--- config.mk ---
export PLATFORM = sky130hd
export DESIGN_NAME = ram_burst_ctrl
export DESIGN_NICKNAME = d
export VERILOG_FILES = /design/src/rtl/ram_burst_ctrl.sv
export SDC_FILE = /design/constraint.sdc
export NUM_CORES = 1
export LEC_CHECK = 0
export ABC_AREA = 1
export BUFFER_PORTS_ARGS = -buffer_cell sky130_fd_sc_hd__buf_2
export CAP_MARGIN = 20
export CORE_MARGIN = 2
export CORE_UTILIZATION = 35
export DETAILED_ROUTE_END_ITERATION = 8
export GPL_ROUTABILITY_DRIVEN = 0
export PLACE_DENSITY = 0.74
export SYNTH_ARGS = -nofsm -noshare
export SYNTH_HDL_FRONTEND = slang
export SYNTH_SLANG_ARGS = --single-unit
--- constraint.sdc ---
create_clock -name clk -period 1.9 [get_ports clk]
set_input_delay 0 -clock clk [delete_from_list [all_inputs] [get_ports clk]]
set_output_delay 0 -clock clk [all_outputs]
set_load 0.01 [all_outputs]
--- src/rtl/ram_burst_ctrl.sv ---
`default_nettype none
// +----------------------------------------------------------------------------+
// | Module   : ram_burst_ctrl                                                  |
// | Purpose  : Burst sequencer for a single-port RAM with a buffered read      |
// |            stream. Define RAM_BURST_CTRL_NOWRAP_EN to reject bursts that   |
// |            would cross the top address (err pulse) instead of wrapping.    |
// | Revision : 1.0                                                             |
// +----------------------------------------------------------------------------+
module ram_burst_ctrl #(
  parameter int ADDR_W = 5,
  parameter int DATA_W = 8
) (
  input  logic              clk,
  input  logic              reset,
  input  logic              req_valid,
  output logic              req_ready,
  input  logic              req_write,
  input  logic [ADDR_W-1:0] req_addr,
  input  logic [ADDR_W-1:0] req_len,
  input  logic              wr_valid,
  output logic              wr_ready,
  input  logic [DATA_W-1:0] wr_data,
  output logic              rd_valid,
  input  logic              rd_ready,
  output logic [DATA_W-1:0] rd_data,
  output logic              done,
  output logic              err,
  output logic [ADDR_W-1:0] ram_address,
  output logic [DATA_W-1:0] ram_data_in,
  output logic              ram_write_enb,
  output logic              ram_read_enb,
  input  logic [DATA_W-1:0] ram_data_out
);

  typedef enum logic [2:0] {
    S_IDLE     = 3'd0,
    S_WR       = 3'd1,
    S_RD_ISSUE = 3'd2,
    S_RD_CAPT  = 3'd3,
    S_RD_RESP  = 3'd4,
    S_DONE     = 3'd5
  } state_t;

  state_t            r_state, w_state_nxt;
  logic [ADDR_W-1:0] r_ptr, w_ptr_nxt;
  logic [ADDR_W-1:0] r_cnt, w_cnt_nxt;
  logic [DATA_W-1:0] r_rd_data, w_rd_data_nxt;
  logic              w_reject;

`ifdef RAM_BURST_CTRL_NOWRAP_EN
  logic [ADDR_W:0]   w_end_addr;
  logic              r_err;

  // Carry out of addr+len means the last beat would wrap past the top address.
  assign w_end_addr = {1'b0, req_addr} + {1'b0, req_len};
  assign w_reject   = w_end_addr[ADDR_W];

  always_ff @(posedge clk) begin
    if (!reset) begin
      r_err <= 1'b0;
    end else if (r_state == S_IDLE && req_valid) begin
      r_err <= w_reject;
    end
  end

  assign err = (r_state == S_DONE) && r_err;
`else
  assign w_reject = 1'b0;
  assign err      = 1'b0;
`endif

  always_ff @(posedge clk) begin
    if (!reset) begin
      r_state   <= S_IDLE;
      r_ptr     <= '0;
      r_cnt     <= '0;
      r_rd_data <= '0;
    end else begin
      r_state   <= w_state_nxt;
      r_ptr     <= w_ptr_nxt;
      r_cnt     <= w_cnt_nxt;
      r_rd_data <= w_rd_data_nxt;
    end
  end

  always_comb begin
    w_state_nxt   = r_state;
    w_ptr_nxt     = r_ptr;
    w_cnt_nxt     = r_cnt;
    w_rd_data_nxt = r_rd_data;
    req_ready     = 1'b0;
    wr_ready      = 1'b0;
    rd_valid      = 1'b0;
    done          = 1'b0;
    ram_address   = r_ptr;
    ram_data_in   = '0;
    ram_write_enb = 1'b0;
    ram_read_enb  = 1'b0;

    case (r_state)
      S_IDLE: begin
        // Held low while reset is asserted so nothing is offered during reset.
        req_ready = reset;
        if (req_valid && reset) begin
          w_ptr_nxt = req_addr;
          w_cnt_nxt = req_len;
          if (w_reject) begin
            w_state_nxt = S_DONE;
          end else if (req_write) begin
            w_state_nxt = S_WR;
          end else begin
            w_state_nxt = S_RD_ISSUE;
          end
        end
      end

      S_WR: begin
        wr_ready = 1'b1;
        if (wr_valid) begin
          ram_write_enb = 1'b1;
          ram_data_in   = wr_data;
          w_ptr_nxt     = r_ptr + 1'b1;
          w_cnt_nxt     = r_cnt - 1'b1;
          if (r_cnt == '0) begin
            w_state_nxt = S_DONE;
          end
        end
      end

      S_RD_ISSUE: begin
        ram_read_enb = 1'b1;
        w_state_nxt  = S_RD_CAPT;
      end

      S_RD_CAPT: begin
        // Only cycle in which the RAM output is driven with valid data.
        w_rd_data_nxt = ram_data_out;
        w_state_nxt   = S_RD_RESP;
      end

      S_RD_RESP: begin
        rd_valid = 1'b1;
        if (rd_ready) begin
          if (r_cnt == '0) begin
            w_state_nxt = S_DONE;
          end else begin
            w_ptr_nxt   = r_ptr + 1'b1;
            w_cnt_nxt   = r_cnt - 1'b1;
            w_state_nxt = S_RD_ISSUE;
          end
        end
      end

      S_DONE: begin
        done        = 1'b1;
        w_state_nxt = S_IDLE;
      end

      default: begin
        w_state_nxt = S_IDLE;
      end
    endcase
  end

  assign rd_data = r_rd_data;

endmodule
`default_nettype wire

==> impl_metrics.yaml, run 1 <==
critical_path:
  rr_worst_depth: 8
  crit_fanout: 18
  r2r_start: "r_cnt[0]"
  cp-start-kind: "flop"
  critPathCapture: "ram_address[3]"
  r2r-end: "ram_address[3]"
  critPathMostFrequentCell: "nor2_2"
  worstPathCellList: "inv_1 > ha_1 > nand3_1 > nor2_1 > nor2_2 > nand2_4 > nor2_2 > nor2_2"
  rrSetupSlack_ns: 0.40
  required_ns: 2.11
  crit_path_end_kind: "flop"
  crit_arrival_ns: 1.72
  crit_path_max_incr_delay_ns: 0.35
  setup.worst_path.start: "r_cnt[0]"
  path_class: "flop to flop"
  slowest_stage: "dfxtp_1"
global_routing:
  antenna_found_initial: 0
  grtUsageTotal: 0.157
  gr-total-overflow: 0
  grt_max_degree: 21
  grt_pass1_wl_mm: 5.35
  grt_pass1_vias: 1297
cts:
  cts_root_buf: "clkbuf_4"
  cts.sinks: 21
  post-cts-setup-buffers: 0
  cts_inserted_buffers: 3
  clkLatencyLatePin_ns: 0.30
  cts_tree: "yes"
  htreeDepth: 1
  clkSlewWorstSetupHoldPaths_ns: 0.12
  cts.path.max_buffers: 2
logic_synthesis:
  synth_top_family_by_area: "simple AND/OR/NAND/NOR gates"
  synthSimpleGateAreaFrac: 0.472
  synth_top_area_frac: 0.329
  syn_area_sq_um: 1280
  syn_avg_cell_area_sq_um: 5.99
  yosysSeqAreaShare: 0.329
  synth-xor-area-share: 0.0137
  synth_fp_nets: 247
  yosysWarnings: 0
  synth_compound_area_frac: 0.0706
  yosys-top-cells-area: "dfxtp_1 33%, nand2_1 17%, nor2_1 15%"
  syn_inst: 213
  synth.area.mux_share: 0
  yosys.area.top_type: "dfxtp_1"
  synth_cell_types: 25
  synth-seq-cells: 21
  synthAdderAreaFrac: 0.0196
timing:
  setup_tns_ns: 0
  fin_crit_sh: 0.792
  clock-skew-final_ns: 0.00105
  setup_viol: 0
  clock.fmax_mhz: 665
  drv_slew: 0
  hold_viol: 0
  rsz0062_at_grt: "no"
  period_needed_ns: 1.50
final_layout:
  fin_area_sq_um: 1700
  postLayoutCoreUtil: 0.499
  drive_gt1_frac: 0.284
  layout_commonest_cell: "nand2_1"
  fin_nets: 313
  final_cell_mix: "59 x nand2_1, 58 x buf_2, 51 x nor2_1"
  n_antenna_cell: 0
  fillers: 372
  area_delta_synth_final_pct: 33.5
detailed_routing:
  viasPerCell: 4.47
  wl_per_cell_microns: 9.43
  routed_wl_mm: 3.06
  dr_total_vias: 1447
  ant_nets: 0
  drc: 0
  drt_pass1_iterations: 5
  drtIter0Drc: 62
placement:
  io_buffers: 58
  placed_cell_area_sq_um: 1600
  dp_hpwl_mm: 2.27
die:
  initial_core_util: 0.374
  die_y_microns: 64.4
  core_area_sq_um: 3420
  dieArea_sq_um: 4150
  rows: 21
  io_pins: 60
  die_w_microns: 64.4
run_status:
  status: "complete, no violations"
hold_path:
  hold_class: "primary input to flop"
  min_from: "req_len[3]"
flow_run:
  drv_cap: 0
power_and_ir_drop:
  power.leakage_uw: 0.000954
  peakVddDrop_mv: 0.712
  powerDensity_nw_per_um2: 1380
state kept, by name (all words and copies together) (netlist names):
| signal | flops |
|---|---|
| rd_data | 8 |
| r_state | 3 |
| r_cnt | 5 |
| ram_address | 5 |
routing by layer:
| metal | up-vias | share of wire | track usage |
|---|---|---|---|
| met3 | 4 | 0.057 | 0.0423 |
| met5 | - | 0 | 0 |
| li1 | 793 | - | - |
| met2 | 44 | 0.47 | 0.275 |
| met1 | 606 | 0.47 | 0.199 |
| met4 | 0 | 0.0043 | 0.0160 |
cell type report:
type                            count  area [sq um]  area share
Clock buffer                        3          22.5      0.0132
Sequential cell                    21           420       0.247
Clock inverter                      1          5.00     0.00294
Inverter                           20          75.1      0.0441
Tap cell                           46          57.6      0.0338
Timing Repair Buffer               68           385       0.226
Multi-Input combinational cell    165           738       0.433
cell families (layout without fill, tap and decap cells):
kind of cell / count (synthesis) / in the layout
and+or+nand+nor: 142 / 142
buffers and inverters: 27 / 92
DFF: 21 / 21
AOI/OAI and AO/OA: 18 / 18
adders and majority gates: 2 / 2
xor gates and xnor gates: 2 / 2
other: 1 / 1
where the power goes:
group	leakage [uW]	internal, uW	switching (uW)
logic	0.000765	536	932
registers	0.000172	558	105
clock network	0.0000177	78.4	135
cell usage after synthesis:
master and n:
a21oi_1 3, buf_2 1, buf_4 2, buf_6 1, clkbuf_1 3, conb_1 1
dfxtp_1 21, ha_1 2, inv_1 17, inv_2 3, nand2_1 59, nand2_2 3
nand2_4 1, nand3_1 15, nand3_2 1, nand3b_1 1, nand4_1 2, nor2_1 51
nor2_2 6, nor3_1 2, o21ai_0 12, o21ai_1 3, or2_2 1, xnor2_1 1
xor2_1 1
how the worst min path moves through the flow:
stage / endpoint / slack [ns] / cells after the start
2_1_floorplan: ram_data_in[5] / 0.09 / 2
3_3_place_gp: rd_data[3] / 0.25 / 3
3_5_place_dp: rd_data[4] / 0.26 / 3
4_1_cts: r_cnt[3] / 0.02 / 5
5_1_grt: r_cnt[3] / 0.03 / 5
6_report: r_cnt[3] / 0.02 / 5
timing repair:
| action | CTS | global route |
|---|---|---|
| setup endpoints to repair | 0 | 0 |
| hold endpoints to repair | 8 | 0 |
| gates resized for setup | 0 | 0 |
| hold buffers | 8 | 0 |
metrics by stage:
| stage | cells | total power, uW | setup slack, ns | hold slack [ns] |
|---|---|---|---|---|
| floorplan | 213 | 1840 | 0.480 | 0.0939 |
| global placement | 312 | 2120 | 0.431 | 0.248 |
| detailed placement | 312 | 2130 | 0.398 | 0.256 |
| CTS | 324 | 2360 | 0.376 | 0.0162 |
| global route | 324 | 2610 | 0.215 | 0.0330 |
| finish | 324 | 2350 | 0.396 | 0.0191 |
critical path: cells and delay by family (launching register included):
| kind | cells | cell delay [ns] |
|---|---|---|
| simple gates | 6 | 0.75 |
| flops | 1 | 0.35 |
| fa+ha+maj | 1 | 0.24 |
| buf+inv | 1 | 0.08 |
(Power assumes the default switching activity.)
==> run 2, diff against run 1 <==
--- a/config.mk
+++ b/config.mk
@@ -12,7 +12,7 @@
 export CORE_UTILIZATION = 35
 export DETAILED_ROUTE_END_ITERATION = 8
 export GPL_ROUTABILITY_DRIVEN = 0
-export PLACE_DENSITY = 0.74
+export PLACE_DENSITY = 0.76
 export SYNTH_ARGS = -nofsm -noshare
 export SYNTH_HDL_FRONTEND = slang
 export SYNTH_SLANG_ARGS = --single-unit
==> constraint.sdc (replaced) <==
create_clock -name clk -period 1.3 [get_ports clk]
set_input_delay 0 -clock clk [delete_from_list [all_inputs] [get_ports clk]]
set_output_delay 0 -clock clk [all_outputs]
set_load 0.01 [all_outputs]
==> run 2 against run 1 <==
Effect of this change: the run now ends with negative setup slack left; total power is 93% higher; largest power group unchanged; clock power grew 48%; maximum frequency increased by 10%; non-clock buffer count is 19 higher; worst setup slack lost 0.46 ns; count of clock-buffer cells in the layout did not move; register-to-register slack got worse by 0.46 ns.
==> impl_metrics.yaml, run 2 (synthesis results as in run 1) <==
run_status:
  status: "complete, but fails checks"
  failed_checks: "negative setup slack"
global_routing:
  grt_pass1_vias: 1327
  grt_max_degree: 21
  antenna_found_initial: 0
  grt_pass1_wl_mm: 5.45
  grtUsageTotal: 0.158
  gr-total-overflow: 0
cts:
  clkLatencyLatePin_ns: 0.29
  cts.sinks: 21
  htreeDepth: 1
  clkSlewWorstSetupHoldPaths_ns: 0.12
  cts.path.max_buffers: 2
  cts_tree: "yes"
  cts_root_buf: "clkbuf_4"
  cts_inserted_buffers: 3
final_layout:
  largest_register_ffs: 8
  drive_gt1_frac: 0.428
  fin_area_sq_um: 2040
  n_antenna_cell: 0
  multi_input_area_sq_um: 883
  final_cell_mix: "58 x buf_2, 55 x nand2_1, 37 x nor2_1"
  layout_commonest_cell: "buf_2"
  area_delta_synth_final_pct: 59.9
  fillers: 337
  regArea_sq_um: 434
  postLayoutCoreUtil: 0.597
  fin_nets: 334
  final_cells: 345
timing:
  clock.fmax_mhz: 732
  rsz0062_at_grt: "yes"
  worst_slack_ns: -0.0659
  fin_hold_ws_ns: 0.0140
  setup_viol: 11
  period_needed_ns: 1.37
  hold_viol: 0
  clock-skew-final_ns: 0.00139
  fin_crit_sh: 1.05
  drv_slew: 0
critical_path:
  cp_top_family: "simple AND/OR/NAND/NOR gates"
  crit_path_end_kind: "flop"
  crit_arrival_ns: 1.57
  critPathMostFrequentCell: "nor2_4"
  critPathBufInv: 1
  worstPathCellList: "nor2_4 > nand2_4 > nor2_4 > nor2_4 > buf_4 > a21oi_1 > nor2_1"
  required_ns: 1.50
  cp-start-kind: "flop"
  crit_fanout: 5
  path_class: "flop to flop"
  crit_path_max_incr_delay_ns: 0.39
  slowest_stage: "dfxtp_4"
detailed_routing:
  viasPerCell: 4.62
  drc: 0
  routed_wl_mm: 3.63
  dr_total_vias: 1593
  wl_per_cell_microns: 10.5
  drt_pass1_iterations: 4
  ant_nets: 0
  drtIter0Drc: 36
die:
  core_area_sq_um: 3420
  rows: 21
  die_y_microns: 64.4
  initial_core_util: 0.374
  die_w_microns: 64.4
  dieArea_sq_um: 4150
  io_pins: 60
placement:
  dpl.cell_count: 326
  dp_hpwl_mm: 2.43
  dpl_worst_slack_ns: -0.0188
  io_buffers: 58
  placed_cell_area_sq_um: 1740
power_and_ir_drop:
  peakVddDrop_mv: 1.09
  powerDensity_nw_per_um2: 2210
  power.leakage_uw: 0.00108
flow_run:
  drv_cap: 0
hold_path:
  hold_class: "primary input to flop"
==> run 2: cell count changes in the layout (fill, tap and decap cells not counted), sizes merged <==
cell,previous run,this run
buf,60,78
clkbuf,3,4
clkinv,1,0
clkinvlp,0,1
nand2,63,65
==> run 2: power by group <==
group | internal (uW) | switching (uW)
Sequential | 842 | 166
Combinational | 1350 | 1840
Clock | 117 | 199
==> run 2: final timing paths <==
path                             startpoint             end  slack, ns  cells past startpoint
worst min-delay path            req_addr[1]  ram_address[1]       0.01                      5
worst max-delay path             r_state[0]        r_cnt[2]      -0.07                      7
worst max register to register   r_state[0]        r_cnt[2]      -0.07                      7
worst min register to register   rd_data[4]      rd_data[4]       0.50                      2
==> run 2: tightest hold or removal path, delay by kind of cell <==
family                 cells  cell delay [ns]
and+or+nand+nor            4             0.21
buffers and inverters      1             0.08
==> run 2: cell type report <==
class                           count  share of cell area
Multi-Input combinational cell    167               0.433
Tap cell                           46              0.0282
Sequential cell                    21               0.213
Inverter                           20              0.0405
Clock buffer                        3              0.0110
Clock inverter                      1             0.00368
Timing Repair Buffer               87               0.271
==> run 2: metrics by stage <==
step,TNS [ns],total power [uW]
after CTS,-0.0274,4030
after detailed placement,-0.109,3480
after global routing,-1.33,4930
after floorplan,-0.00485,2800
after global placement,0,3430
final,-0.294,4520
==> run 2: timing repair <==
| item | CTS | global route |
|---|---|---|
| setup buffers | 1 | 3 |
| hold endpoints to repair | 8 | 0 |
| pin swaps | 2 | 6 |
| gates cloned | 1 | 2 |
| endpoints found under the setup margin | 12 | 23 |
| hold buffers | 8 | 0 |
| resized for setup | 7 | 30 |
==> run 2: metal layers <==
layer	track usage	routed length (microns)
met1	0.199	1570
met2	0.285	1860
met3	0.0158	161
met4	0.0399	48
met5	0	0
==> run 3, diff against run 2 <==
--- a/config.mk
+++ b/config.mk
@@ -12,6 +12,7 @@
 export CORE_UTILIZATION = 35
 export DETAILED_ROUTE_END_ITERATION = 8
 export GPL_ROUTABILITY_DRIVEN = 0
+export HOLD_SLACK_MARGIN = 0.08
 export PLACE_DENSITY = 0.76
 export SYNTH_ARGS = -nofsm -noshare
 export SYNTH_HDL_FRONTEND = slang
==> run 3 against run 2 <==
Effect of this change: the run still ends with negative setup slack left; wire length rose by 3.9%; die area did not move; register-to-register slack barely moved; cell count rose by 2.9%; final area is 4.9% higher; highest routed layer unchanged; critical path type unchanged.
==> impl_metrics.yaml, run 3 (synthesis results as in run 1) <==
critical_path:
  crit_path_end_kind: "flop"
  crit_arrival_ns: 1.56
  rr_worst_depth: 7
  crit_fanout: 5
  cp-start-kind: "flop"
  rrSetupSlack_ns: -0.06
  required_ns: 1.50
  path_class: "flop to flop"
  worstPathCellList: "nor2_4 > nand2_4 > nor2_4 > nor2_4 > buf_4 > a21oi_1 > nor2_1"
  critPathMostFrequentCell: "nor2_4"
  crit_path_max_incr_delay_ns: 0.39
  r2r_start: "r_state[0]"
  slowest_stage: "dfxtp_4"
  cp_top_family: "simple AND/OR/NAND/NOR gates"
  critPathBufInv: 1
  r2r-end: "r_cnt[2]"
detailed_routing:
  routed_wl_mm: 3.78
  dr_total_vias: 1621
  viasPerCell: 4.57
  wl_per_cell_microns: 10.6
  drc: 0
  drt_pass1_iterations: 5
  drtIter0Drc: 30
  ant_nets: 0
hold_path:
  min_from: "reset"
  hold_class: "primary input to flop"
  holdPathEnd: "r_cnt[1]"
  min_path_cells: 4
timing:
  fin_hold_ws_ns: 0.135
  clock-skew-final_ns: 0.00296
  worst_slack_ns: -0.0610
  hold_viol: 0
  clock.fmax_mhz: 735
  drv_slew: 0
  setup_viol: 11
  period_needed_ns: 1.36
  setup_tns_ns: -0.286
  fin_crit_sh: 1.05
  rsz0062_at_grt: "yes"
cts:
  htreeDepth: 1
  cts_inserted_buffers: 3
  cts_tree: "yes"
  cts.path.max_buffers: 2
  clkLatencyLatePin_ns: 0.30
  cts.sinks: 21
  cts_root_buf: "clkbuf_4"
  clkSlewWorstSetupHoldPaths_ns: 0.12
die:
  die_y_microns: 64.4
  dieArea_sq_um: 4150
  core_area_sq_um: 3420
  die_w_microns: 64.4
  io_pins: 60
  rows: 21
  initial_core_util: 0.374
power_and_ir_drop:
  power.leakage_uw: 0.00112
  powerDensity_nw_per_um2: 2130
  peakVddDrop_mv: 1.12
  finalPower_uw: 4550
global_routing:
  gr-total-overflow: 0
  grtUsageTotal: 0.165
  grt_pass1_vias: 1387
  grt_max_degree: 21
  grt_pass1_wl_mm: 5.71
  antenna_found_initial: 0
final_layout:
  drive_gt1_frac: 0.414
  layout_commonest_cell: "buf_2"
  final_cell_mix: "58 x buf_2, 55 x nand2_1, 37 x nor2_1"
  regArea_sq_um: 434
  fillers: 328
  postLayoutCoreUtil: 0.627
  largest_register_ffs: 8
  multi_input_area_sq_um: 883
  n_antenna_cell: 0
  area_delta_synth_final_pct: 67.7
  fin_nets: 344
flow_run:
  drv_cap: 0
run_status:
  status: "complete, but fails checks"
  failed_checks: "negative setup slack"
placement:
  dpl_worst_slack_ns: -0.0188
  io_buffers: 58
  dp_hpwl_mm: 2.43
## run 3: changes by cell type in the layout (fill, tap and decap cells not counted), sizes merged
| cell | previous run | this run |
|---|---|---|
| dlygate4sd3 | 8 | 18 |
## run 3: worst max-delay path by stage
| stage | end | startpoint | cells past startpoint | slack, ns |
|---|---|---|---|---|
| floorplan | ram_address[3] | r_cnt[0] | 9 | -0.005 |
| global placement | r_cnt[0] | r_state[0] | 8 | 0.01 |
| detailed placement | ram_address[2] | r_state[0] | 8 | -0.02 |
| CTS | ram_address[0] | r_state[0] | 8 | -0.01 |
| global route | r_cnt[2] | r_state[0] | 7 | -0.12 |
| finish | r_cnt[2] | r_state[0] | 7 | -0.06 |
## run 3: worst min-delay path, cell delays in order
cell     delay, ns
buf_2         0.10
buf_4         0.19
nand2_1       0.08
nor2_1        0.03
## run 3: repair_timing
action,CTS,global route
gates resized for setup,7,30
endpoints found under the hold margin,18,0
buffers inserted,1,3
pin swaps,2,6
setup endpoints to repair,12,23
hold buffers,18,0
cloned,1,2
## run 3: report_power, final
| part | leakage, uW | internal (uW) | total [uW] | switching [uW] |
|---|---|---|---|---|
| Combinational | 0.000936 | 1370 | 3230 | 1860 |
| Sequential | 0.000175 | 842 | 1010 | 170 |
| Clock | 0.0000139 | 117 | 316 | 200 |
| Total | 0.00112 | 2330 | 4550 | 2230 |
## run 3: through the flow
| stage | instance area (sq um) | cells |
|---|---|---|
| 2_1_floorplan | 1320 | 213 |
| 3_3_place_gp | 1740 | 326 |
| 3_5_place_dp | 1740 | 326 |
| 4_1_cts | 1990 | 350 |
| 5_1_grt | 2140 | 355 |
| 6_report | 2140 | 355 |
## run 3: area by class of cell
class | instances | share of cell area
Clock buffer | 3 | 0.0105
Inverter | 20 | 0.0386
Tap cell | 46 | 0.0269
Clock inverter | 1 | 0.00351
Multi-Input combinational cell | 167 | 0.413
Sequential cell | 21 | 0.203
Timing Repair Buffer | 97 | 0.305
## run 3: metal layers
metal / track usage / vias to the layer above / wire, microns
met1: 0.205 / 715 / 1620
met3: 0.0158 / 4 / 173
met5: 0 / - / 0
met2: 0.305 / 46 / 1930
li1: - / 856 / -
met4: 0.0399 / 0 / 48
